===== src/rtl/fir_inverse_deconv.sv =====
// fir_inverse_deconv: serial inverse filter for the fixed FIR h = [1, 2, 3, 4].
// Recovers x[n] = y[n] - sum_{k=1..N-1} h[k]*x[n-k], one multiply-subtract per cycle.
//
// state | meaning
// IDLE  | waiting for y_in, y_ready high
// MAC   | subtracting h[k]*hist[k-1] for k = 1..N-1
// OUT   | x_out/x_valid held until x_ready
module fir_inverse_deconv #(
  parameter int N           = 4,
  parameter int DATA_WIDTH  = 16,
  parameter int COEFF_WIDTH = 16,
  parameter int Y_WIDTH     = DATA_WIDTH + COEFF_WIDTH + 2
) (
  input  logic                         clk,
  input  logic                         rst,
  input  logic                         flush,
  input  logic signed [Y_WIDTH-1:0]    y_in,
  input  logic                         y_valid,
  output logic                         y_ready,
  output logic signed [DATA_WIDTH-1:0] x_out,
  output logic                         x_valid,
  input  logic                         x_ready,
  output logic                         sat,
  output logic                         busy
);

  localparam int ACC_W  = Y_WIDTH + COEFF_WIDTH + 2;
  localparam int PROD_W = DATA_WIDTH + COEFF_WIDTH;
  localparam int KW     = $clog2(N);

  localparam logic [1:0] S_IDLE = 2'd0;
  localparam logic [1:0] S_MAC  = 2'd1;
  localparam logic [1:0] S_OUT  = 2'd2;

  localparam logic signed [DATA_WIDTH-1:0] X_MAX = {1'b0, {(DATA_WIDTH-1){1'b1}}};
  localparam logic signed [DATA_WIDTH-1:0] X_MIN = {1'b1, {(DATA_WIDTH-1){1'b0}}};

  logic [1:0]                   state;
  logic [KW-1:0]                k;
  logic signed [ACC_W-1:0]      acc;
  logic signed [DATA_WIDTH-1:0] hist [N-1];

  logic signed [DATA_WIDTH-1:0]  tap;
  logic signed [COEFF_WIDTH-1:0] coeff;
  logic signed [PROD_W-1:0]      prod;
  logic signed [ACC_W-1:0]       acc_sub;
  logic [ACC_W-DATA_WIDTH:0]     acc_hi;
  logic                          clip;
  logic signed [DATA_WIDTH-1:0]  x_clip;

  assign y_ready = (state == S_IDLE);
  assign x_valid = (state == S_OUT);
  assign busy    = (state == S_MAC) || (state == S_OUT);

  // Datapath: pick hist[k-1], subtract h[k]*hist[k-1] at full width, then clip to DATA_WIDTH.
  always_comb begin
    tap = '0;
    for (int i = 0; i < N - 1; i++) begin
      if (k == KW'(i + 1)) tap = hist[i];
    end
    coeff   = COEFF_WIDTH'(k) + COEFF_WIDTH'(1);
    prod    = PROD_W'(tap) * PROD_W'(coeff);
    acc_sub = acc - ACC_W'(prod);
    // Value fits when every bit from the DATA_WIDTH sign bit upward agrees.
    acc_hi  = acc_sub[ACC_W-1:DATA_WIDTH-1];
    clip    = !((&acc_hi) || !(|acc_hi));
    if (clip) x_clip = acc_sub[ACC_W-1] ? X_MIN : X_MAX;
    else      x_clip = acc_sub[DATA_WIDTH-1:0];
  end

  // FSM, accumulator, history and output registers; flush overrides any handshake.
  always_ff @(posedge clk or posedge rst) begin
    if (rst) begin
      state <= S_IDLE;
      k     <= '0;
      acc   <= '0;
      x_out <= '0;
      sat   <= 1'b0;
      for (int i = 0; i < N - 1; i++) hist[i] <= '0;
    end else if (flush) begin
      state <= S_IDLE;
      k     <= '0;
      acc   <= '0;
      sat   <= 1'b0;
      for (int i = 0; i < N - 1; i++) hist[i] <= '0;
    end else begin
      case (state)
        S_IDLE: begin
          if (y_valid) begin
            acc   <= ACC_W'(y_in);
            k     <= KW'(1);
            state <= S_MAC;
          end
        end
        S_MAC: begin
          acc <= acc_sub;
          k   <= k + KW'(1);
          if (k == KW'(N - 1)) begin
            // The clipped sample is what feeds back into later samples.
            x_out   <= x_clip;
            hist[0] <= x_clip;
            for (int i = 1; i < N - 1; i++) hist[i] <= hist[i-1];
            if (clip) sat <= 1'b1;
            k     <= '0;
            state <= S_OUT;
          end
        end
        S_OUT: begin
          if (x_ready) state <= S_IDLE;
        end
        default: state <= S_IDLE;
      endcase
    end
  end

endmodule

===== config.mk =====
export PLATFORM = sky130hd
export DESIGN_NAME = fir_inverse_deconv
export DESIGN_NICKNAME = d
export VERILOG_FILES = /design/src/rtl/fir_inverse_deconv.sv
export SDC_FILE = /design/constraint.sdc
export NUM_CORES = 1
export LEC_CHECK = 0
export ABC_AREA = 1
export CAP_MARGIN = 20
export CORE_ASPECT_RATIO = 1.75
export CORE_UTILIZATION = 61
export CTS_BUF_LIST = sky130_fd_sc_hd__clkbuf_8 sky130_fd_sc_hd__clkbuf_16
export DETAILED_ROUTE_END_ITERATION = 6
export PLACE_DENSITY = 0.8
export SYNTH_ARGS = -nofsm -noshare
export SYNTH_HDL_FRONTEND = slang
export SYNTH_SLANG_ARGS = --single-unit

===== constraint.sdc =====
create_clock -name clk -period 8.97 [get_ports clk]
set_input_delay 1.794 -clock clk [delete_from_list [all_inputs] [get_ports clk]]
set_output_delay 1.794 -clock clk [all_outputs]
set_load 0.01 [all_outputs]

==> results of run 1 <==
==> synth_stat cells, types with 5 or more instances <==
master / n
inv_1: 359
nand2_1: 489
nand2_2: 17
nor2_2: 8
o21bai_1: 5
inv_2: 5
a21oi_1: 162
fa_1: 98
ha_1: 110
a21o_1: 7
xnor2_1: 9
o22ai_1: 16
o21ai_0: 116
nor2_1: 167
nand3_2: 10
dfrtp_1: 121
xor2_1: 21
nand4_1: 20
clkbuf_1: 32
nand3_1: 61
==> final timing paths <==
| path | from | to | slack [ns] | cells past startpoint |
|---|---|---|---|---|
| worst max-delay path | k[0] | hist[42] | 1.16 | 30 |
| worst min-delay path | x_out[8] | x_out[8] | 0.49 | 2 |
| worst max register to register | k[0] | hist[42] | 1.16 | 30 |
| worst min register to register | x_out[8] | x_out[8] | 0.49 | 2 |
| max in group asynchronous | rst | acc[14] | 5.78 | 3 |
| min in group asynchronous | rst | hist[31] | 1.82 | 2 |
==> per-layer routing <==
metal | vias up | GRT usage
met4 | 0 | 0.3445
met2 | 549 | 0.7737
met3 | 231 | 0.06673
met1 | 6069 | 0.4018
li1 | 5998 | -
met5 | - | 0
==> logic make-up after synthesis <==
family                   share of synthesized area
AND/OR/NAND/NOR                             0.2506
buffers and inverters                       0.1172
AO/OA/AOI/OAI                               0.1301
adder cells (fa/ha/maj)                     0.2523
flip-flops                                  0.2288
XOR/XNOR                                   0.02109
==> critical path, delay by kind of cell, from the launching register on <==
kind	cells	cell delay [ns]
flip-flops	1	0.43
XOR/XNOR	1	0.18
AO/OA/AOI/OAI	5	1.08
adder cells (fa/ha/maj)	5	1.96
AND/OR/NAND/NOR	13	2.29
buffers and inverters	6	1.72
==> flip-flops by register name, indices dropped and copies added, names as in the netlist <==
name	cells
x_out	16
sat	1
state	2
acc	52
k	2
hist	48
==> stage by stage <==
stage	util	cell area, um2
global placement	0.6598	14120
floorplan	-	13230
CTS	0.6896	14760
global route	0.6905	14780
finish	0.6905	14780
detailed placement	0.6598	14120
==> final cells by class <==
class,count,area (um2),share of cell area
flip-flops and latches,121,3028,0.2048
inverters,367,1383,0.09353
multi-input cells,1359,8671,0.5865
clock buffers,17,425.4,0.02878
well taps,292,365.4,0.02471
repair buffers,72,698.2,0.04723
clock inverters,15,212.7,0.01439
==> flow_summary.yaml, run 1 <==
critical_path:
  arrival_ns: 8.14
  end_kind: "flop"
  critPathMaxStageDelay_ns: 0.59
  slowest_stage: "inv_2"
  cp_max_fo: 19
  startpoint_type: "flop"
  critPathKind: "reg -> reg"
  worstPathRequired_ns: 9.31
grt:
  grtUsageTotal: 0.4186
  grt_pass1_vias: 13490
  grt-ovfl-total: 0
  grt_pass1_wl_um: 69480
  grt_max_degree: 71
  antenna_found_initial: 0
sta:
  finalCritPeriodShare: 0.8702
  final.setup_skew_ns: 0.008598
  hold_viol_final: 0
  finalMaxSlewViolations: 0
  rsz0062_at_grt: "false"
  hold_ws_ns: 0.4855
  tns_ns: 0
  tightest_slew_ns: 1.125
  slew_headroom: 0.2492
  min_period_ns: 7.806
  setup_slack_ns: 1.164
  setup_violations: 0
  fmax_mhz: 128.1
clocking:
  cts_resized: 0
  cts_made_buffers: 17
  cts_root_buf: "clkbuf_16"
  cts_tree: "yes"
  post-cts-setup-buffer-count: 0
  clockBufferDepth: 2
  cts-hold-fix-buffers: 0
  cts_sinks: 121
  clk_pin_slew_ns: 0.06
  htreeDepth: 4
  clkLatencyLatePin_ns: 0.46
place:
  place_ws_ns: 1.472
  gp_congestion: 1.027
  portBuffers: 58
  dpl.cell_count: 2210
  dp.final_hpwl_um: 35440
logic_synthesis:
  synth.net_count: 2132
  seq_area_frac_synth: 0.2288
  syn_area_per_cell_um2: 7.020
  ys_warn_count: 0
  syn_area_um2: 13230
  synthFlopType: "dfrtp_1"
  ys_ff_latch: 121
  yosys.area.top_type: "dfrtp_1"
  yosysUniqueCellTypes: 45
  netlist_instances: 1885
  yosys-top-cells-area: "dfrtp_1 23%, fa_1 15%, nand2_1 14%"
  synth-async-reset-ratio: 1.000
  synth-edff-count: 0
  synth.top_cell.area_share: 0.2288
routing:
  top_layer: "met4"
  wl_per_cell_um: 19.84
  drt-met1-wl_um: 14960
  dr.pass1.iters: 7
  viasPerCell: 5.728
  vias: 12850
  drc_errors: 1
  detail_route.wirelength_um: 44490
  dr_wl_met2_um: 23610
  ant_nets: 0
  drt-initial-drc-count: 1046
  met3_length_um: 1959
die:
  fp.dieArea_um2: 22310
  dieHeight_um: 196.8
  ios: 59
  die_w_um: 113.3
  core_area_um2: 21410
  rows: 71
  start_util: 0.6181
final_layout:
  area_growth_pct: 11.71
  antenna_cells: 0
  layout_common_cells: "489 x nand2_1, 356 x inv_1, 165 x nor2_1"
  layout-drive-gt1-share: 0.05228
  nets: 2185
  fillCellCount: 1761
  instances_no_fill: 2243
  final_common_cell: "nand2_1"
flow_run:
  drv_cap: 0
run_status:
  outcome: "finished with violations"
  violations: "design-rule violations"
worst_hold_path:
  hp-class: "reg -> reg"
Power of run 1 is not shown: default switching activity piles up to over one toggle a cycle in this logic, so the estimate is an artifact.
==> run 2: changes to the inputs <==
--- a/config.mk
+++ b/config.mk
@@ -8,10 +8,12 @@
 export ABC_AREA = 1
 export CAP_MARGIN = 20
 export CORE_ASPECT_RATIO = 1.75
+export CORE_MARGIN = 3
 export CORE_UTILIZATION = 61
 export CTS_BUF_LIST = sky130_fd_sc_hd__clkbuf_8 sky130_fd_sc_hd__clkbuf_16
 export DETAILED_ROUTE_END_ITERATION = 6
 export PLACE_DENSITY = 0.8
+export SKIP_LAST_GASP = 1
 export SYNTH_ARGS = -nofsm -noshare
 export SYNTH_HDL_FRONTEND = slang
 export SYNTH_SLANG_ARGS = --single-unit
==> run 2 against run 1 <==
Net effect:
- the flow still finishes with violations (design-rule violations)
- via count increased by 1.9%
- critical path depth decreased by 1
- flip-flop and latch count unchanged
- sequential share of layout area increased by 0.056 points
- clock skew increased by 0.0072 ns
- utilization increased by 0.80 points
- worst setup slack got worse by 0.27 ns
- register-to-register slack got worse by 0.27 ns
- non-clock buffer count increased by 2
- critical path type unchanged
- critical endpoint is now x_out[6]
- largest cell class unchanged
==> flow_summary.yaml, run 2 (synthesis results as in run 1) <==
run_status:
  outcome: "finished with violations"
  violations: "design-rule violations"
critical_path:
  end_kind: "flop"
  startpoint_type: "flop"
  worstPathRequired_ns: 9.34
  slowest_stage: "ha_1"
  r2r_cells: 29
  cp_max_fo: 17
  critPathMaxStageDelay_ns: 0.69
  critPathKind: "reg -> reg"
  crit_top_cell: "nand2_1"
  arrival_ns: 8.45
clocking:
  cts-hold-fix-buffers: 0
  cts_root_buf: "clkbuf_16"
  clk_pin_slew_ns: 0.06
  cts_sinks: 121
  cts_tree: "yes"
  clkLatencyLatePin_ns: 0.45
  cts_made_buffers: 17
  cts_resized: 0
  htreeDepth: 4
  post-cts-setup-buffer-count: 0
  clockBufferDepth: 2
die:
  dieHeight_um: 200.8
  ios: 59
  rows: 70
  die_w_um: 117.3
  fp.dieArea_um2: 23570
  start_util: 0.6269
  core_area_um2: 21110
final_layout:
  top_register: "acc"
  nets: 2187
  largest_register_ffs: 52
  layout_common_cells: "489 x nand2_1, 356 x inv_1, 164 x nor2_1"
  area_growth_pct: 11.41
  antenna_cells: 0
  layout-drive-gt1-share: 0.05376
  fillCellCount: 1748
  final_common_cell: "nand2_1"
  top_regs: "acc: 52 flops, hist: 48 flops, x_out: 16 flops"
  instances_no_fill: 2241
sta:
  rsz0062_at_grt: "false"
  min_period_ns: 8.072
  setup_slack_ns: 0.8984
  fmax_mhz: 123.9
  finalMaxSlewViolations: 0
  hold_viol_final: 0
  tns_ns: 0
  finalCritPeriodShare: 0.8998
  slew_headroom: 0.3312
  setup_violations: 0
  final.setup_skew_ns: 0.01581
  tightest_slew_ns: 1.002
worst_hold_path:
  whs_path_depth: 2
  hp-class: "reg -> reg"
place:
  portBuffers: 58
  place_ws_ns: 1.129
  gp_congestion: 1.064
  dp.final_hpwl_um: 35950
  dpl.cell_count: 2207
grt:
  grt-ovfl-total: 0
  grt_max_degree: 70
  grt_pass1_wl_um: 72210
  grtUsageTotal: 0.3932
  antenna_found_initial: 0
  grt_pass1_vias: 13830
flow_run:
  drv_cap: 0
routing:
  ant_nets: 0
  viasPerCell: 5.842
  drt-initial-drc-count: 1253
  wl_per_cell_um: 20.45
  drc_errors: 10
  vias: 13090
  detail_route.wirelength_um: 45820
  dr.pass1.iters: 7
-- run 2: cell types whose count changed in the layout (fill, tap and decap cells not counted), sizes merged --
cell      delta
bufinv       -3
clkbuf       +1
clkinv       +1
buf          +2
clkinvlp     +1
-- run 2: per-layer routing --
layer	up-vias	GRT usage	share of wire
met5	-	0	0
met4	0	0.2961	0.089
met3	238	0.05441	0.052
met2	624	0.7250	0.53
met1	6232	0.3966	0.33
li1	5998	-	-
-- run 2: final timing paths --
check	from	end	slack [ns]
setup / recovery	k[0]	x_out[6]	0.90
hold / removal	x_out[1]	x_out[1]	0.48
setup reg to reg	k[0]	x_out[6]	0.90
hold reg to reg	x_out[1]	x_out[1]	0.48
max in group asynchronous	rst	acc[11]	5.77
min in group asynchronous	rst	x_out[3]	1.83
-- run 2: layout make-up --
type / count / area [um2] / share of cell area
Clock buffer: 18 / 439.2 / 0.02979
Clock inverter: 14 / 138.9 / 0.009420
Inverter: 367 / 1383 / 0.09378
Multi-Input combinational cell: 1359 / 8673 / 0.5883
Sequential cell: 121 / 3028 / 0.2054
Tap cell: 288 / 360.3 / 0.02444
Timing Repair Buffer: 74 / 720.7 / 0.04888
-- run 2: stage by stage --
step	utilization	cell area [um2]	hold slack, ns
4_1_cts	0.6968	14710	0.4807
6_report	0.6985	14740	0.4808
3_5_place_dp	0.6694	14130	0.4648
2_1_floorplan	-	13230	0.4490
3_3_place_gp	0.6694	14130	0.4624
5_1_grt	0.6985	14740	0.4959
-- run 2: critical path, delay by kind of cell (launching register included) --
family | cells | cell delay (ns)
XOR/XNOR | 1 | 0.47
adder cells (fa/ha/maj) | 5 | 2.19
AND/OR/NAND/NOR | 11 | 1.78
buffers and inverters | 6 | 1.70
flip-flops | 1 | 0.45
AO/OA/AOI/OAI | 6 | 1.38
Power of run 2 is left out for the same reason.
==> run 3: changes to the inputs <==
==> constraint.sdc (replaced) <==
create_clock -name clk -period 7.7 [get_ports clk]
set_input_delay 1.54 -clock clk [delete_from_list [all_inputs] [get_ports clk]]
set_output_delay 1.54 -clock clk [all_outputs]
set_load 0.01 [all_outputs]
==> run 3 against run 2 <==
Net effect:
- the run now ends clean
- worst hold slack worse by 0.0014 ns
- highest routed layer unchanged
- via count down 1.6%
- count of clock-buffer cells in the layout unchanged
==> flow_summary.yaml, run 3 (synthesis results as in run 1) <==
critical_path:
  r2r-end: "x_out[10]"
  r2r_cells: 31
  r2r_start: "k[0]"
  crit_top_cell: "nand2_1"
  end_kind: "flop"
  arrival_ns: 7.63
  cp_max_fo: 20
  startpoint_type: "flop"
  critPathKind: "reg -> reg"
  slowest_stage: "nor4_2"
  rrSetupSlack_ns: 0.39
  critPathMaxStageDelay_ns: 0.51
  worstPathRequired_ns: 8.02
grt:
  grt_pass1_vias: 13530
  antenna_found_initial: 0
  grt_pass1_wl_um: 68830
  grtUsageTotal: 0.3728
  grt_max_degree: 71
  grt-ovfl-total: 0
clocking:
  cts_root_buf: "clkbuf_16"
  clkLatencyLatePin_ns: 0.45
  cts_sinks: 121
  cts_tree: "yes"
  htreeDepth: 4
  cts_made_buffers: 17
  clockBufferDepth: 2
  clk_pin_slew_ns: 0.06
  cts-hold-fix-buffers: 0
sta:
  final.setup_skew_ns: 0.01770
  hold_viol_final: 0
  hold_ws_ns: 0.4794
  tightest_slew_ns: 1.106
  min_period_ns: 7.309
  finalMaxSlewViolations: 0
  setup_violations: 0
  rsz0062_at_grt: "false"
  slew_headroom: 0.2630
  finalCritPeriodShare: 0.9492
  fmax_mhz: 136.8
  tns_ns: 0
die:
  core_area_um2: 21110
  fp.dieArea_um2: 23570
  die_w_um: 117.3
  start_util: 0.6269
  rows: 70
  dieHeight_um: 200.8
  ios: 59
worst_hold_path:
  hold_end: "hist[46]"
  hp-class: "reg -> reg"
  whs_path_depth: 2
  holdCritStartpoint: "hist[46]"
final_layout:
  antenna_cells: 0
  nets: 2191
  layout-drive-gt1-share: 0.05573
  top_register: "acc"
  top_regs: "acc: 52 flops, hist: 48 flops, x_out: 16 flops"
  final_common_cell: "nand2_1"
  area_growth_pct: 12.03
  largest_register_ffs: 52
  layout_common_cells: "489 x nand2_1, 356 x inv_1, 164 x nor2_1"
routing:
  vias: 12890
  drt-initial-drc-count: 1050
  wl_per_cell_um: 19.29
  ant_nets: 0
  dr.pass1.iters: 6
  drc_errors: 0
  viasPerCell: 5.742
  detail_route.wirelength_um: 43290
run_status:
  outcome: "complete, no violations"
place:
  dp.final_hpwl_um: 34620
  portBuffers: 58
  gp_congestion: 1.140
flow_run:
  drv_cap: 0
## run 3: changes by cell type in the layout (fill, tap and decap cells not counted), sizes merged
cell | before | now
clkinv | 7 | 6
clkinvlp | 3 | 5
inv | 370 | 366
buf | 16 | 20
bufinv | 1 | 3
## run 3: timing repair
| item | 4_1_cts | 5_1_grt |
|---|---|---|
| endpoints found under the setup margin | 0 | 30 |
| gates resized for setup | 0 | 2 |
| buffers inserted | 0 | 0 |
| endpoints found under the hold margin | 0 | 0 |
## run 3: routing by layer
| layer | share of wire | routed length, um | track usage | vias to the layer above |
|---|---|---|---|---|
| li1 | - | - | - | 6016 |
| met1 | 0.34 | 14510 | 0.3686 | 6170 |
| met2 | 0.54 | 23330 | 0.6970 | 499 |
| met3 | 0.043 | 1861 | 0.05667 | 200 |
| met4 | 0.083 | 3588 | 0.2706 | 0 |
| met5 | 0 | 0 | 0 | - |
## run 3: worst max path at each step
stage | from | to | slack [ns]
6_report | k[0] | x_out[10] | 0.39
3_3_place_gp | k[0] | hist[39] | 0.75
3_5_place_dp | k[0] | x_out[9] | 0.56
2_1_floorplan | k[0] | hist[34] | 1.14
5_1_grt | k[0] | hist[32] | 0.01
4_1_cts | k[0] | x_out[10] | 0.54
## run 3: through the flow
stage          cell area, um2  std cells    util  setup slack [ns]
3_5_place_dp            14210       2213  0.6732            0.5567
4_1_cts                 14820       2244  0.7020            0.5357
6_report                14820       2244  0.7023            0.3908
3_3_place_gp            14210       2213  0.6732            0.7457
5_1_grt                 14820       2244  0.7023           0.01313
2_1_floorplan           13230       1885       -             1.139
## run 3: area by class of cell
type                    count  area, um2
fillers                  1796       6284
well taps                 288      360.3
flip-flops and latches    121       3028
inverters                 367       1386
clock inverters            13      168.9
multi-input cells        1359       8673
repair buffers             78      768.2
clock buffers              18      439.2
## run 3: critical path, delay by kind of cell (launching register included)
| kind | cells | cell delay, ns |
|---|---|---|
| simple gates | 17 | 3.38 |
| fa+ha+maj | 5 | 1.93 |
| buf+inv | 7 | 1.14 |
| flops | 1 | 0.46 |
| compound gates | 2 | 0.25 |
Power of run 3 is left out for the same reason.
